`config.mk`:
```
export PLATFORM = sky130hd
export DESIGN_NAME = imul_base_ctrl
export DESIGN_NICKNAME = d
export VERILOG_FILES = /design/src/rtl/imul_ctrl_pkg.sv /design/src/rtl/imul_iter_counter.sv /design/src/rtl/imul_base_ctrl.sv
export SDC_FILE = /design/constraint.sdc
export NUM_CORES = 1
export LEC_CHECK = 0
export BUFFER_PORTS_ARGS = -buffer_cell sky130_fd_sc_hd__buf_2
export CAP_MARGIN = 15
export CORE_AREA = 2 2 39 41
export DETAILED_ROUTE_END_ITERATION = 8
export DIE_AREA = 0 0 41 43
export PLACE_DENSITY = 0.65
export SLEW_MARGIN = 5
export SYNTH_ARGS = -nofsm -noshare
export SYNTH_HDL_FRONTEND = slang
export SYNTH_HIERARCHICAL = 1
export SYNTH_SLANG_ARGS = --single-unit
```
`constraint.sdc`:
```
create_clock -name clk -period 4.5 [get_ports clk]
set_input_delay 0.45 -clock clk [delete_from_list [all_inputs] [get_ports clk]]
set_output_delay 0.45 -clock clk [all_outputs]
set_load 0.01 [all_outputs]
```
`src/rtl/imul_ctrl_pkg.sv`:
```
// Shared state encoding and datapath mux-select constants for the iterative
// shift-add multiplier control unit.
package imul_ctrl_pkg;

  typedef enum logic [1:0] {
    IDLE = 2'd0,
    CALC = 2'd1,
    DONE = 2'd2
  } state_e;

  localparam logic A_SEL_LD     = 1'b1;
  localparam logic A_SEL_SH     = 1'b0;
  localparam logic B_SEL_LD     = 1'b1;
  localparam logic B_SEL_SH     = 1'b0;
  localparam logic RES_SEL_ZERO = 1'b1;
  localparam logic RES_SEL_ADD  = 1'b0;
  localparam logic ADD_SEL_SUM  = 1'b0;
  localparam logic ADD_SEL_PASS = 1'b1;

endpackage

```
`src/rtl/imul_iter_counter.sv`:
```
// Iteration counter for the shift-add multiplier: clear has priority over
// increment, and the count saturates at p_nbits-1 (flagged by last).
module imul_iter_counter #(
  parameter int p_nbits = 32
) (
  input  logic clk,
  input  logic reset,
  input  logic clr,
  input  logic inc,
  output logic last
);

  localparam int p_cnt_bits = (p_nbits > 1) ? $clog2(p_nbits) : 1;

  logic [p_cnt_bits-1:0] count_q;
  logic [p_cnt_bits-1:0] count_d;

  assign last = (count_q == p_cnt_bits'(p_nbits - 1));

  always_comb begin
    count_d = count_q;
    if (clr) begin
      count_d = '0;
    end else if (inc && !last) begin
      count_d = count_q + p_cnt_bits'(1);
    end
  end

  // NOTE: state flops use non-blocking assignments so every flop samples
  // pre-edge values regardless of process evaluation order.
  always_ff @(posedge clk or negedge reset) begin
    if (!reset) begin
      count_q <= '0;
    end else begin
      count_q <= count_d;
    end
  end

endmodule

```
`src/rtl/imul_base_ctrl.sv`:
```
// Control unit for the iterative shift-add multiplier datapath (IDLE/CALC/DONE).
// Optional early exit on b==0 is enabled by defining IMUL_EARLY_EXIT_EN.
module imul_base_ctrl
  import imul_ctrl_pkg::*;
#(
  parameter int p_nbits = 32
) (
  input  logic clk,
  input  logic reset,
  input  logic req_val,
  output logic req_rdy,
  output logic resp_val,
  input  logic resp_rdy,
  output logic a_mux_sel,
  output logic b_mux_sel,
  output logic result_mux_sel,
  output logic add_mux_sel,
  output logic result_en,
  input  logic b_lsb,
  input  logic b_zero,
  output logic busy
);

  state_e state_q;
  state_e state_d;
  logic   cnt_clr;
  logic   cnt_inc;
  logic   cnt_last;

`ifndef IMUL_EARLY_EXIT_EN
  logic unused_b_zero;
  assign unused_b_zero = b_zero;
`endif

  imul_iter_counter #(
    .p_nbits(p_nbits)
  ) u_iter_counter (
    .clk  (clk),
    .reset(reset),
    .clr  (cnt_clr),
    .inc  (cnt_inc),
    .last (cnt_last)
  );

  // NOTE: every output gets its IDLE value before the case statement, so no
  // path through the block leaves a signal unassigned (no latches).
  always_comb begin
    state_d        = state_q;
    cnt_clr        = 1'b0;
    cnt_inc        = 1'b0;
    req_rdy        = 1'b1;
    resp_val       = 1'b0;
    busy           = 1'b0;
    a_mux_sel      = A_SEL_LD;
    b_mux_sel      = B_SEL_LD;
    result_mux_sel = RES_SEL_ZERO;
    add_mux_sel    = ADD_SEL_PASS;
    result_en      = 1'b1;

    case (state_q)
      IDLE: begin
        if (req_val) begin
          state_d = CALC;
          cnt_clr = 1'b1;
        end
      end

      CALC: begin
        req_rdy        = 1'b0;
        busy           = 1'b1;
        a_mux_sel      = A_SEL_SH;
        b_mux_sel      = B_SEL_SH;
        result_mux_sel = RES_SEL_ADD;
        add_mux_sel    = b_lsb ? ADD_SEL_SUM : ADD_SEL_PASS;
        cnt_inc        = 1'b1;
        if (cnt_last) begin
          state_d = DONE;
          cnt_clr = 1'b1;
        end
`ifdef IMUL_EARLY_EXIT_EN
        // Once b has shifted to zero the remaining iterations add nothing.
        if (b_zero) begin
          state_d = DONE;
          cnt_clr = 1'b1;
        end
`endif
      end

      DONE: begin
        req_rdy        = 1'b0;
        resp_val       = 1'b1;
        busy           = 1'b1;
        a_mux_sel      = A_SEL_SH;
        b_mux_sel      = B_SEL_SH;
        result_mux_sel = RES_SEL_ADD;
        add_mux_sel    = ADD_SEL_PASS;
        result_en      = 1'b0;
        if (resp_rdy) begin
          state_d = IDLE;
        end
      end

      default: begin
        state_d = IDLE;
      end
    endcase
  end

  always_ff @(posedge clk or negedge reset) begin
    if (!reset) begin
      state_q <= IDLE;
    end else begin
      state_q <= state_d;
    end
  end

endmodule

```
==> results of run 1 <==
==> Yosys cell counts, drive strengths merged <==
cell type	number
inv	7
dfrtp	7
nand3	1
mux2	2
clkbuf	1
a21oi	2
xor2	2
nand3b	1
buf	3
nand2b	1
a222oi	1
nand2	1
a31oi	1
or3	1
o21ai	1
mux2i	2
ha	7
nor2	5
and3	1
==> cell families after synthesis <==
family	share of synthesized area, %
buffers and inverters	11.7
AND/OR/NAND/NOR	11.7
adder cells (fa/ha/maj)	19.0
flip-flops	37.9
AO/OA/AOI/OAI	6.78
multiplexers	9.21
XOR/XNOR	3.79
==> layout make-up <==
| type | instances | area share, % |
|---|---|---|
| multi-input combinational | 29 | 43.1 |
| sequential | 7 | 32.4 |
| timing repair buffer | 12 | 11.1 |
| clock buffer | 4 | 4.86 |
| inverter | 7 | 4.86 |
| tap | 16 | 3.70 |
==> power by group through the flow <==
stage	combinational [mW]	sequential (mW)	clock [mW]
3_3_place_gp	0.206	0.102	0
4_1_cts	0.207	0.102	0.0570
6_report	0.203	0.101	0.0547
3_5_place_dp	0.206	0.103	0
2_1_floorplan	0.179	0.0991	0
5_1_grt	0.226	0.104	0.0613
==> final timing paths <==
| path | startpoint | endpoint | slack [ns] |
|---|---|---|---|
| setup / recovery | u_iter_counter/count_q[0] | state_q[0] | 2.60 |
| hold / removal | reset | u_iter_counter/count_q[3] | 0.03 |
| setup reg to reg | u_iter_counter/count_q[0] | state_q[0] | 2.60 |
| hold reg to reg | u_iter_counter/count_q[4] | u_iter_counter/count_q[4] | 0.53 |
| max in group asynchronous | reset | u_iter_counter/count_q[4] | 4.32 |
| min in group clk | u_iter_counter/count_q[4] | u_iter_counter/count_q[4] | 0.53 |
==> per-stage QoR <==
| step | area (µm²) | hold WS (ns) |
|---|---|---|
| after global routing | 541 | 0.0268 |
| after global placement | 514 | 0.288 |
| after detailed placement | 514 | 0.290 |
| final | 541 | 0.0250 |
| after CTS | 541 | 0.0244 |
| after floorplan | 462 | 0.154 |
==> cells in the final DEF, fill, tap and decap left out, drive strengths merged <==
master	Yosys	final
clkbuf	1	4
a31oi	1	1
dfrtp	7	7
o21ai	1	1
nand3	1	1
mux2	2	2
or3	1	1
inv	7	7
mux2i	2	2
nand2	1	1
buf	3	12
and3	1	1
nor2	5	5
nand2b	1	1
ha	7	7
xor2	2	2
a222oi	1	1
nand3b	1	1
a21oi	2	2
==> routing by layer <==
metal  vias up  track usage (%)  wire (µm)
li1        178                -          -
met1       153             9.87        299
met2        11             12.8        364
met3         2             1.57         28
met4         0             10.0         15
met5         -                0          0
==> registers in the layout, indices dropped and copies added, names as in the netlist <==
register and count:
u_iter_counter/count_q 5, state_q 2
==> results.py, run 1 <==
metrics = {
    "timing": {
        "clock_skew_ns": 0.00215,
        "final-hold-violation-count": 0,
        "maxSlewHeadroom_pct": 72.1,
        "fin_tns_setup_ns": 0,
        "slew_viol_final": 0,
        "clock.fmax_mhz": 526,
        "worst_pin_slew_ns": 0.419,
        "timing.final.crit_share_pct": 42.2,
        "finalSetupViolations": 0,
        "rsz0062_at_grt": "no",
        "worst_slack_ns": 2.60,
        "period_minus_slack_ns": 1.90,
    },
    "place": {
        "pre_cts_slack_ns": 2.60,
        "dp_cells": 71,
        "io_buffers": 12,
        "place_congestion": 0.560,
        "dp_hpwl_um": 586,
    },
    "pwr": {
        "clkPwrFrac_pct": 15.2,
        "p_comb_share_pct": 56.6,
        "sw_frac_of_total_pct": 41.8,
        "p_leak_nw": 0.299,
        "p_int_mw": 0.209,
        "power_mw": 0.359,
        "sequentialPowerShare_pct": 28.2,
        "p_sw_mw": 0.150,
        "power-per-cell-area_mw_per_mm2": 665,
        "ir_worst_vdd_uv": 171,
    },
    "floorplan": {
        "io_pins": 14,
        "die_area_mm2": 0.00176,
        "initial_utilization_pct": 33.4,
        "fp.dieH_um": 43,
        "placeableCoreArea_mm2": 0.00138,
        "die_x_um": 41,
        "rows": 14,
    },
    "global_route": {
        "overflow": 0,
        "antenna_found_initial": 0,
        "grt_usage_pct": 9.00,
        "grt_pass1_vias": 288,
        "grt_max_degree": 8,
        "grt_pass1_wl_um": 1030,
    },
    "worst_setup_path": {
        "start_kind": "register",
        "crit_path_max_fanout": 5,
        "max_stage_delay_ns": 0.42,
        "crit_arrival_ns": 2.03,
        "cp.buffers_inverters": 1,
        "required_ns": 4.63,
        "cp_common_cell": "ha_1",
        "slowest_stage": "a222oi_1",
        "reg2regPathDepth": 6,
        "crit_family": "compound AO/OA/AOI/OAI gates",
        "endpoint_kind": "register",
        "critical_path_class": "register to register",
        "cp_cell_sequence": "ha_1, and3_1, ha_1, inv_1, a222oi_1, mux2_2",
        "crit_cells": 6,
    },
    "cells_and_area": {
        "area_growth_pct": 17.1,
        "final_util_pct": 39.1,
        "drive_above_1_share_pct": 28.8,
        "diodes": 0,
        "regArea_um2": 175,
        "nFillCells": 145,
        "instances_no_fill": 75,
        "multi_input_area_um2": 233,
        "nets": 73,
    },
    "clock_network": {
        "cts_tree": "built",
        "clkTransAtPathRegs_ns": 0.05,
        "cts_inserted_buffers": 3,
        "cts_sinks": 7,
        "clk_path_buf_depth": 2,
        "htreeDepth": 1,
        "cts_resized": 0,
        "clk_latency_ns": 0.24,
        "post_cts_buffers": 0,
        "cts_root_buffer": "clkbuf_4",
        "hold_buffers": 0,
    },
    "synth": {
        "synth_cell_types": 19,
        "synth_warnings": 6,
        "syn_area_per_cell_um2": 9.82,
        "synth_area_leaders": "dfrtp_1 (38%), ha_1 (19%), inv_1 (5.7%)",
        "synth_top_cell_area_share_pct": 37.9,
        "ys_seq_area_share_pct": 37.9,
        "syn-num-nets": 60,
        "syn_area_um2": 462,
        "yosys.area.top_type": "dfrtp_1",
        "ys_seq_elements": 7,
        "syn-instance-count": 47,
    },
    "drt": {
        "wl_um": 708,
        "drtIter0Drc": 1,
        "num_vias": 344,
        "wl_per_cell_um": 9.44,
        "vias_per_cell": 4.59,
        "drtAntennaViolNets": 0,
        "drc_errors": 0,
        "first_pass_iters": 4,
    },
    "outcome": {
        "status": "complete, no violations",
    },
    "job": {
        "maxCapViolCount": 0,
    },
    "worst_hold_path": {
        "hold_path_class": "input pin to asynchronous set/reset pin",
    },
}
No activity file was read; power rests on OpenSTA's default activity.
==> run 2: changes to the inputs <==
- clock period: 4.5 -> 1.95 ns (I/O delays scaled with it)
==> results.py, run 2 (synthesized netlist as in run 1, its figures left out) <==
metrics = {
    "outcome": {
        "status": "complete, no violations",
    },
    "clock_network": {
        "cts_tree": "built",
        "htreeDepth": 1,
        "cts_root_buffer": "clkbuf_4",
        "clk_path_buf_depth": 2,
        "cts_inserted_buffers": 3,
        "clk_latency_ns": 0.24,
        "cts_sinks": 7,
        "clkTransAtPathRegs_ns": 0.05,
        "cts_resized": 0,
    },
    "worst_setup_path": {
        "cp_cell_sequence": "ha_1, and3_1, ha_1, inv_1, a222oi_1, buf_4, mux2_2",
        "crit_arrival_ns": 1.98,
        "r2r_setup_slack_ns": 0.1,
        "startpoint": "u_iter_counter/count_q[0]",
        "endpoint_kind": "register",
        "r2r-start": "u_iter_counter/count_q[0]",
        "cp_common_cell": "ha_1",
        "crit_path_max_fanout": 4,
        "required_ns": 2.08,
        "critical_path_class": "register to register",
        "slowest_stage": "dfrtp_1",
        "max_stage_delay_ns": 0.37,
        "start_kind": "register",
        "reg2regPathDepth": 7,
    },
    "pwr": {
        "p_sw_mw": 0.360,
        "sw_frac_of_total_pct": 41.1,
        "p_leak_nw": 0.317,
        "ir_worst_vdd_uv": 416,
        "p_int_mw": 0.516,
        "power_mw": 0.876,
        "clkPwrFrac_pct": 14.6,
        "p_comb_share_pct": 58.5,
        "power-per-cell-area_mw_per_mm2": 1530,
        "sequentialPowerShare_pct": 26.8,
    },
    "place": {
        "dp_hpwl_um": 613,
        "pre_cts_slack_ns": 0.0267,
        "place_congestion": 0.594,
        "io_buffers": 12,
    },
    "drt": {
        "first_pass_iters": 4,
        "wl_per_cell_um": 9.19,
        "drtAntennaViolNets": 0,
        "drtIter0Drc": 4,
        "drc_errors": 0,
        "vias_per_cell": 4.30,
        "wl_um": 726,
        "num_vias": 340,
    },
    "global_route": {
        "antenna_found_initial": 0,
        "grt_usage_pct": 10.6,
        "grt_pass1_wl_um": 1240,
        "grt_pass1_vias": 334,
        "grt_max_degree": 8,
        "overflow": 0,
    },
    "timing": {
        "period_minus_slack_ns": 1.85,
        "maxSlewHeadroom_pct": 76.8,
        "finalSetupViolations": 0,
        "worst_slack_ns": 0.0965,
        "timing.final.crit_share_pct": 95.1,
        "clock_skew_ns": 0.000319,
        "worst_pin_slew_ns": 0.346,
        "hold_slack_ns": 0.307,
        "slew_viol_final": 0,
        "clock.fmax_mhz": 540,
        "final-hold-violation-count": 0,
    },
    "cells_and_area": {
        "largest_register_ffs": 5,
        "final_common_cell": "buf_2",
        "final_cell_mix": "buf_2 (12), inv_1 (7), ha_1 (7), dfrtp_1 (7), nor2_1 (5)",
        "drive_above_1_share_pct": 31.7,
        "regMostFlops": "u_iter_counter/count_q",
        "nets": 77,
        "area_growth_pct": 24.1,
        "nFillCells": 142,
        "diodes": 0,
        "reg_top3": "u_iter_counter/count_q: 5 flops, state_q: 2 flops",
    },
    "floorplan": {
        "initial_utilization_pct": 33.4,
        "io_pins": 14,
        "fp.dieH_um": 43,
        "placeableCoreArea_mm2": 0.00138,
        "die_x_um": 41,
        "die_area_mm2": 0.00176,
        "rows": 14,
    },
    "worst_hold_path": {
        "hold_path_class": "input pin to asynchronous set/reset pin",
    },
    "job": {
        "maxCapViolCount": 0,
    },
}
run 2: metrics by stage:
step / utilization, % / TNS (ns) / cell area, µm² / cells
final: 41.4 / 0 / 573 / 79
after global routing: 41.4 / -0.00564 / 573 / 79
after CTS: 40.9 / 0 / 566 / 78
after detailed placement: 38.2 / 0 / 529 / 73
after global placement: 38.2 / 0 / 529 / 73
after floorplan: - / 0 / 462 / 47
run 2: what timing repair did:
| action | in CTS | in global routing |
|---|---|---|
| hold buffers | 1 | 0 |
| setup endpoints to repair | 0 | 2 |
| hold endpoints to repair | 7 | 0 |
| buffers inserted | 0 | 1 |
run 2: critical path: cells and delay by family, from the launching register on:
family / cells / cell delay (ns)
AOI/OAI and AO/OA: 1 / 0.28
adders and majority gates: 2 / 0.38
buffers and inverters: 2 / 0.23
DFF: 1 / 0.37
muxes: 1 / 0.32
and+or+nand+nor: 1 / 0.15
run 2: routing by layer:
layer	track usage [%]	wire length (µm)
met5	0	0
met4	8.00	0
met3	1.57	12
met2	18.1	374
met1	10.6	339
run 2: area by class of cell:
cell class / count / area, µm² / area share [%]
Multi-Input combinational cell: 29 / 233 / 40.6
Clock buffer: 4 / 26.3 / 4.59
Tap cell: 16 / 20.0 / 3.49
Sequential cell: 7 / 175 / 30.6
Timing Repair Buffer: 16 / 92.6 / 16.2
Inverter: 7 / 26.3 / 4.59
run 2: worst paths after layout:
check                                            end
max                                       state_q[0]
min reg2reg                u_iter_counter/count_q[4]
min in group clk           u_iter_counter/count_q[2]
min                        u_iter_counter/count_q[3]
max reg2reg                               state_q[0]
max in group asynchronous  u_iter_counter/count_q[2]
run 2: power by group through the flow:
stage | Clock, mW | Sequential, mW | Combinational (mW)
floorplan | 0 | 0.229 | 0.412
global placement | 0 | 0.236 | 0.488
detailed placement | 0 | 0.238 | 0.500
CTS | 0.134 | 0.235 | 0.503
global route | 0.148 | 0.241 | 0.582
finish | 0.128 | 0.235 | 0.513
